--- config.mk ---
export PLATFORM = sky130hd
export DESIGN_NAME = coprime_e_search
export DESIGN_NICKNAME = d
export VERILOG_FILES = /design/src/rtl/rsa_pkg.sv /design/src/rtl/seq_divider.sv /design/src/rtl/coprime_e_search.sv
export SDC_FILE = /design/constraint.sdc
export NUM_CORES = 1
export LEC_CHECK = 0
export ABC_AREA = 1
export BUFFER_PORTS_ARGS = -buffer_cell sky130_fd_sc_hd__buf_2
export CORE_MARGIN = 3
export CORE_UTILIZATION = 60
export CTS_CLUSTER_SIZE = 25
export DETAILED_ROUTE_END_ITERATION = 6
export GPL_TIMING_DRIVEN = 0
export PLACE_DENSITY = 0.79
export SYNTH_ARGS = -nofsm -noshare
export SYNTH_HDL_FRONTEND = slang
export SYNTH_HIERARCHICAL = 1
export SYNTH_SLANG_ARGS = --single-unit
--- constraint.sdc ---
create_clock -name clk -period 5.1 [get_ports clk]
set_input_delay 0.255 -clock clk [delete_from_list [all_inputs] [get_ports clk]]
set_output_delay 0.255 -clock clk [all_outputs]
set_load 0.02 [all_outputs]
--- src/rtl/rsa_pkg.sv ---
// rsa_pkg: shared FSM states, default LFSR taps and mask helper for the exponent search
package rsa_pkg;
  typedef enum logic [2:0] {S_IDLE, S_DRAW, S_DIV, S_CHECK, S_DONE} state_t;
  localparam logic [31:0] DEFAULT_TAPS = 32'h80200003;
  localparam int MASK_W = 64;
  function automatic logic [MASK_W-1:0] msb_mask(input logic [MASK_W-1:0] x);
    logic [MASK_W-1:0] m;
    m = x;
    for (int i = 1; i < MASK_W; i = i * 2) m = m | (m >> i);
    return m;
  endfunction
endpackage

--- src/rtl/seq_divider.sv ---
// seq_divider: restoring divider, one load cycle then one quotient bit per cycle
module seq_divider #(
  parameter int WIDTH = 32
) (
  input  logic             clk,
  input  logic             rst,
  input  logic             start,
  input  logic [WIDTH-1:0] dividend,
  input  logic [WIDTH-1:0] divisor,
  output logic             done,
  output logic [WIDTH-1:0] remainder,
  output logic [WIDTH-1:0] quotient
);
  localparam int CW = $clog2(WIDTH + 1);
  logic [WIDTH-1:0] rem_q, quo_q, dvs_q;
  logic [CW-1:0] cnt_q;
  logic done_q;
  logic [WIDTH:0] trial;
  logic fits;
  assign trial = {rem_q, quo_q[WIDTH-1]};
  assign fits = trial >= {1'b0, dvs_q};
  // dividend shifts out of the quotient register into the partial remainder
  always_ff @(posedge clk) begin
    if (rst) begin
      rem_q <= '0;
      quo_q <= '0;
      dvs_q <= '0;
      cnt_q <= '0;
      done_q <= 1'b0;
    end else begin
      done_q <= 1'b0;
      if (start) begin
        rem_q <= '0;
        quo_q <= dividend;
        dvs_q <= divisor;
        cnt_q <= CW'(WIDTH);
      end else if (cnt_q != '0) begin
        rem_q <= fits ? WIDTH'(trial - {1'b0, dvs_q}) : trial[WIDTH-1:0];
        quo_q <= {quo_q[WIDTH-2:0], fits};
        cnt_q <= cnt_q - 1'b1;
        done_q <= cnt_q == CW'(1);
      end
    end
  end
  assign done = done_q;
  assign remainder = rem_q;
  assign quotient = quo_q;
endmodule

--- src/rtl/coprime_e_search.sv ---
// coprime_e_search: draws LFSR candidates and keeps the first one coprime to phi
module coprime_e_search import rsa_pkg::*; #(
  parameter int WIDTH = 32,
  parameter int MAX_TRIES = 255,
  parameter logic [WIDTH-1:0] LFSR_TAPS = WIDTH'(DEFAULT_TAPS)
) (
  input  logic                           clk,
  input  logic                           rst,
  input  logic                           start,
  input  logic [WIDTH-1:0]               seed,
  input  logic [WIDTH-1:0]               phi,
  output logic                           busy,
  output logic                           done,
  output logic                           err,
  output logic [WIDTH-1:0]               e_key,
  output logic [$clog2(MAX_TRIES+1)-1:0] tries
);
  localparam int TW = $clog2(MAX_TRIES + 1);
  state_t state_q, state_d;
  logic [WIDTH-1:0] lfsr_q, lfsr_d, phi_q, phi_d, b_q, b_d, e_q, e_d, key_q, key_d;
  logic [TW-1:0] tries_q, tries_d, tries_inc;
  logic err_q, err_d;
  logic [WIDTH-1:0] mask, cand, lfsr_nxt;
  logic div_start, div_done;
  logic [WIDTH-1:0] div_dividend, div_divisor, rem, quo_unused;
  assign mask = WIDTH'(msb_mask(MASK_W'(phi_q)));
  assign cand = (lfsr_q & mask) | WIDTH'(1);
  assign lfsr_nxt = (lfsr_q >> 1) ^ (lfsr_q[0] ? LFSR_TAPS : '0);
  assign tries_inc = tries_q + 1'b1;
  seq_divider #(.WIDTH(WIDTH)) u_div (
    .clk(clk),
    .rst(rst),
    .start(div_start),
    .dividend(div_dividend),
    .divisor(div_divisor),
    .done(div_done),
    .remainder(rem),
    .quotient(quo_unused)
  );
  // search sequencing: draw, Euclid steps via the divider, accept or redraw
  always_comb begin
    state_d = state_q;
    lfsr_d = lfsr_q;
    phi_d = phi_q;
    b_d = b_q;
    e_d = e_q;
    key_d = key_q;
    tries_d = tries_q;
    err_d = err_q;
    div_start = 1'b0;
    div_dividend = phi_q;
    div_divisor = cand;
    case (state_q)
      S_IDLE: if (start) begin
        phi_d = phi;
        lfsr_d = (seed == '0) ? WIDTH'(1) : seed;
        tries_d = '0;
        key_d = '0;
        err_d = phi < WIDTH'(4);
        state_d = (phi < WIDTH'(4)) ? S_DONE : S_DRAW;
      end
      S_DRAW: begin
        lfsr_d = lfsr_nxt;
        tries_d = tries_inc;
        if (cand < WIDTH'(3) || cand >= phi_q) begin
          err_d = tries_inc == TW'(MAX_TRIES);
          state_d = (tries_inc == TW'(MAX_TRIES)) ? S_DONE : S_DRAW;
        end else begin
          b_d = cand;
          e_d = cand;
          div_start = 1'b1;
          state_d = S_DIV;
        end
      end
      S_DIV: state_d = div_done ? S_CHECK : S_DIV;
      S_CHECK: if (rem == WIDTH'(1)) begin
        key_d = e_q;
        state_d = S_DONE;
      end else if (rem == '0) begin
        err_d = tries_q == TW'(MAX_TRIES);
        state_d = (tries_q == TW'(MAX_TRIES)) ? S_DONE : S_DRAW;
      end else begin
        div_dividend = b_q;
        div_divisor = rem;
        b_d = rem;
        div_start = 1'b1;
        state_d = S_DIV;
      end
      S_DONE: state_d = S_IDLE;
      default: state_d = S_IDLE;
    endcase
  end
  // state and datapath registers
  always_ff @(posedge clk) begin
    if (rst) begin
      state_q <= S_IDLE;
      lfsr_q <= WIDTH'(1);
      phi_q <= '0;
      b_q <= '0;
      e_q <= '0;
      key_q <= '0;
      tries_q <= '0;
      err_q <= 1'b0;
    end else begin
      state_q <= state_d;
      lfsr_q <= lfsr_d;
      phi_q <= phi_d;
      b_q <= b_d;
      e_q <= e_d;
      key_q <= key_d;
      tries_q <= tries_d;
      err_q <= err_d;
    end
  end
  assign busy = (state_q == S_DRAW) || (state_q == S_DIV) || (state_q == S_CHECK);
  assign done = state_q == S_DONE;
  assign err = err_q;
  assign e_key = key_q;
  assign tries = tries_q;
endmodule

==> results.cfg <==
[timing]
post-route-period-util_pct = 96.9
max_freq_mhz = 202
timing_hold_violations_final = 0
fin_crit_ns = 4.94
worst_pin_slew_ns = 0.998
fin_skew_ns = 0.0269
slew_headroom_pct = 33.2
setup_viol = 0
rsz0062_at_grt = no
holdWs_ns = 0.0128
fin_setup_tns_ns = 0
slew_viol_final = 0

[cts]
path_clk_slew_ns = 0.07
clkSinkCount = 275
clock_latency_ns = 0.57
tritoncts = done
cts_root_buf = clkbuf_16
cts_buffer_depth = 3
cts_buffers = 29
htreeDepth = 1

[routing]
wl_um = 58200
first_pass_iters = 7
wire_per_inst_um = 18.8
postRouteAntennaNets = 0
drc_errors = 2
num_vias = 18100
vias_per_cell = 5.85
drt_iter0_drc = 2126

[critical_path]
cp_slowest_cell = nor2_1
end_kind = flip-flop
path_buf_inv = 4
path_class = flip-flop to flip-flop
cpLargestDelayFamily = simple AND/OR/NAND/NOR gates
slowest_delay_ns = 0.75
worst_setup_path_start_kind = flip-flop
crit_chain = nor2_4, nand2_2, nor2_4, nand2_1, nor2_1, nor2_1, ha_1, nand2_1, o21a_1, nand2_1, nand2_1, nand2_1, nand3_1, nand2_1, nor2_4, nand3_4, buf_4, nand2_1, inv_1, clkbuf_2, clkbuf_2, o21ai_0, a21oi_1
cp.required_ns = 5.52
cp_data_arrival_time_ns = 5.36
r2r_slack_ns = 0.16
cp_common_cell = nand2_1
cp_max_fo = 10

[floorplan]
io-pin-count = 110
die_w_um = 171
core_area_um2 = 26400
dieArea_um2 = 29300
rows = 59
fp.dieH_um = 171
initial_core_util_pct = 61.9

[place]
port-buffer-count = 109
place_congestion = 1.00
place_inst = 3011
dpl.hpwl_um = 45000
postPlaceCellArea_um2 = 17300

[finish]
final_area_um2 = 18800
n_antenna_cell = 0
fin_nets = 2877
n_fill_cell = 2336
drive_gt1_share_pct = 8.68
stdcell_count = 3101
syn_to_final_growth_pct = 14.7

[run_status]
violations = design-rule violations
status = finished, violations left

[logic_synthesis]
synth_area_leader_cell = dfxtp_1
netlist_top_cells_area = dfxtp_1 (34%), nand2_1 (15%), inv_1 (8.1%), o21ai_0 (6.3%), a21oi_1 (6.2%)
yosysSeqAreaShare_pct = 33.7
ys.flop_type = dfxtp_1
async_reset_ff_share_pct = 0
ys_types = 43
syn-num-nets = 2701
avgSynthCellArea_um2 = 6.37
yosysTopAreaCellShare_pct = 33.7
synth_common_cells = nand2_1 (671), inv_1 (355), dfxtp_1 (275)
synthCells = 2567
synth_most_common_cell = nand2_1
ys_seq_elements = 275
netlist_area_um2 = 16400
synth_edf_count = 0
synth_warnings = 6

[hold_path]
holdCritPathClass = input pin to flip-flop

[global_routing]
grt_remaining_overflow = 0
grt_pass1_wl_um = 89800
antenna_found_initial = 0
track_usage_pct = 38.9
grt_pass1_vias = 17000
grt_max_degree = 15

[power_and_ir_drop]
irDropWorstVdd_v = 0.000377
p_per_area_nw_per_um2 = 739
power_w = 0.0139
p_leak_nw = 8.92

[run]
drv_cap = 0
-- state kept, by name (all words and copies together) (netlist names) --
signal	flops
b_q	32
e_key	32
e_q	32
err	1
lfsr_q	32
phi_q	32
state_q	3
tries	8
u_div/cnt_q	6
u_div/done	1
u_div/dvs_q	32
u_div/quotient	32
u_div/remainder	32
-- cell families after synthesis --
group,count (synthesis),synth area share (%)
compound gates,511,17.1
xor+xnor,20,1.07
fa+ha+maj,67,5.17
buf+inv,482,11.5
flops,275,33.7
simple gates,1212,31.4
-- worst min-delay path: stages --
cell and delay, ns:
buf_2 0.11, nand2_1 0.07, a31oi_1 0.09
-- per-stage QoR --
stage               setup WS [ns]  utilization (%)
floorplan                    1.58                -
global placement           -0.326             65.5
detailed placement         -0.343             65.5
CTS                        0.0748             70.8
global route              0.00203             71.0
finish                      0.161             71.0
-- path summary, 6_finish.rpt --
check	start	to	cells past startpoint
hold reg to reg	e_q[0]	e_q[0]	2
setup / recovery	phi_q[31]	u_div/dvs_q[23]	23
hold / removal	seed[4]	lfsr_q[4]	3
setup reg to reg	phi_q[31]	u_div/dvs_q[23]	23
-- metal layers --
metal  part of all wire [%]  GRT usage, %  vias to the layer above
met5                      0             0                        -
met4                    6.0          19.8                        0
met3                     10          6.72                      220
met2                     44          64.0                     1042
met1                     39          49.2                     8187
li1                       -             -                     8682
-- power breakdown --
| group | switching, W | internal [W] | total [W] |
|---|---|---|---|
| clock | 0.000923 | 0.00135 | 0.00227 |
| sequential | 0.000452 | 0.00280 | 0.00325 |
| combinational | 0.00568 | 0.00265 | 0.00833 |
-- final cells by class --
| cell class | instances | area [um^2] | area share, % |
|---|---|---|---|
| Sequential cell | 275 | 5510 | 29.4 |
| Multi-Input combinational cell | 1810 | 9010 | 48.0 |
| Clock inverter | 15 | 195 | 1.04 |
| Inverter | 358 | 1340 | 7.17 |
| Clock buffer | 39 | 833 | 4.44 |
| Tap cell | 335 | 419 | 2.24 |
| Buffer | 124 | 543 | 2.90 |
| Timing Repair Buffer | 145 | 906 | 4.83 |
-- layout by cell type, fill, tap and decap left out, types with 5 or more instances in the layout --
master         synthesis  layout
nand3b_1              16      16
a21oi_2                9       9
clkbuf_16              0      29
clkinv_2               0       5
nand3_2                8       7
o21ai_0              207     207
o21ai_1               12      10
dfxtp_1              275     275
nor2_4                 5       6
o221ai_1              32      32
nand2_1              671     671
a31oi_1               31      31
clkbuf_1              96      97
xnor2_1               13      13
nand2_2                7       7
xor2_1                 7       7
a21oi_1              201     201
inv_1                355     354
nor2_2                 8      10
nor4_1                18      17
dlygate4sd3_1          0      36
clkbuf_8               0       7
buf_2                 16     124
nand3_1              132     132
nor3_1                12      12
buf_6                  6       6
ha_1                  66      66
nand4_1               59      59
nor2_1               265     262
-- timing repair --
action / in CTS / in global routing
buffers inserted: 0 / 0
pin swaps: 0 / 0
hold endpoints to repair: 36 / 0
setup endpoints to repair: 81 / 67
resized for setup: 4 / 11
hold buffers: 36 / 0
No activity file was read; power rests on OpenSTA's default activity.
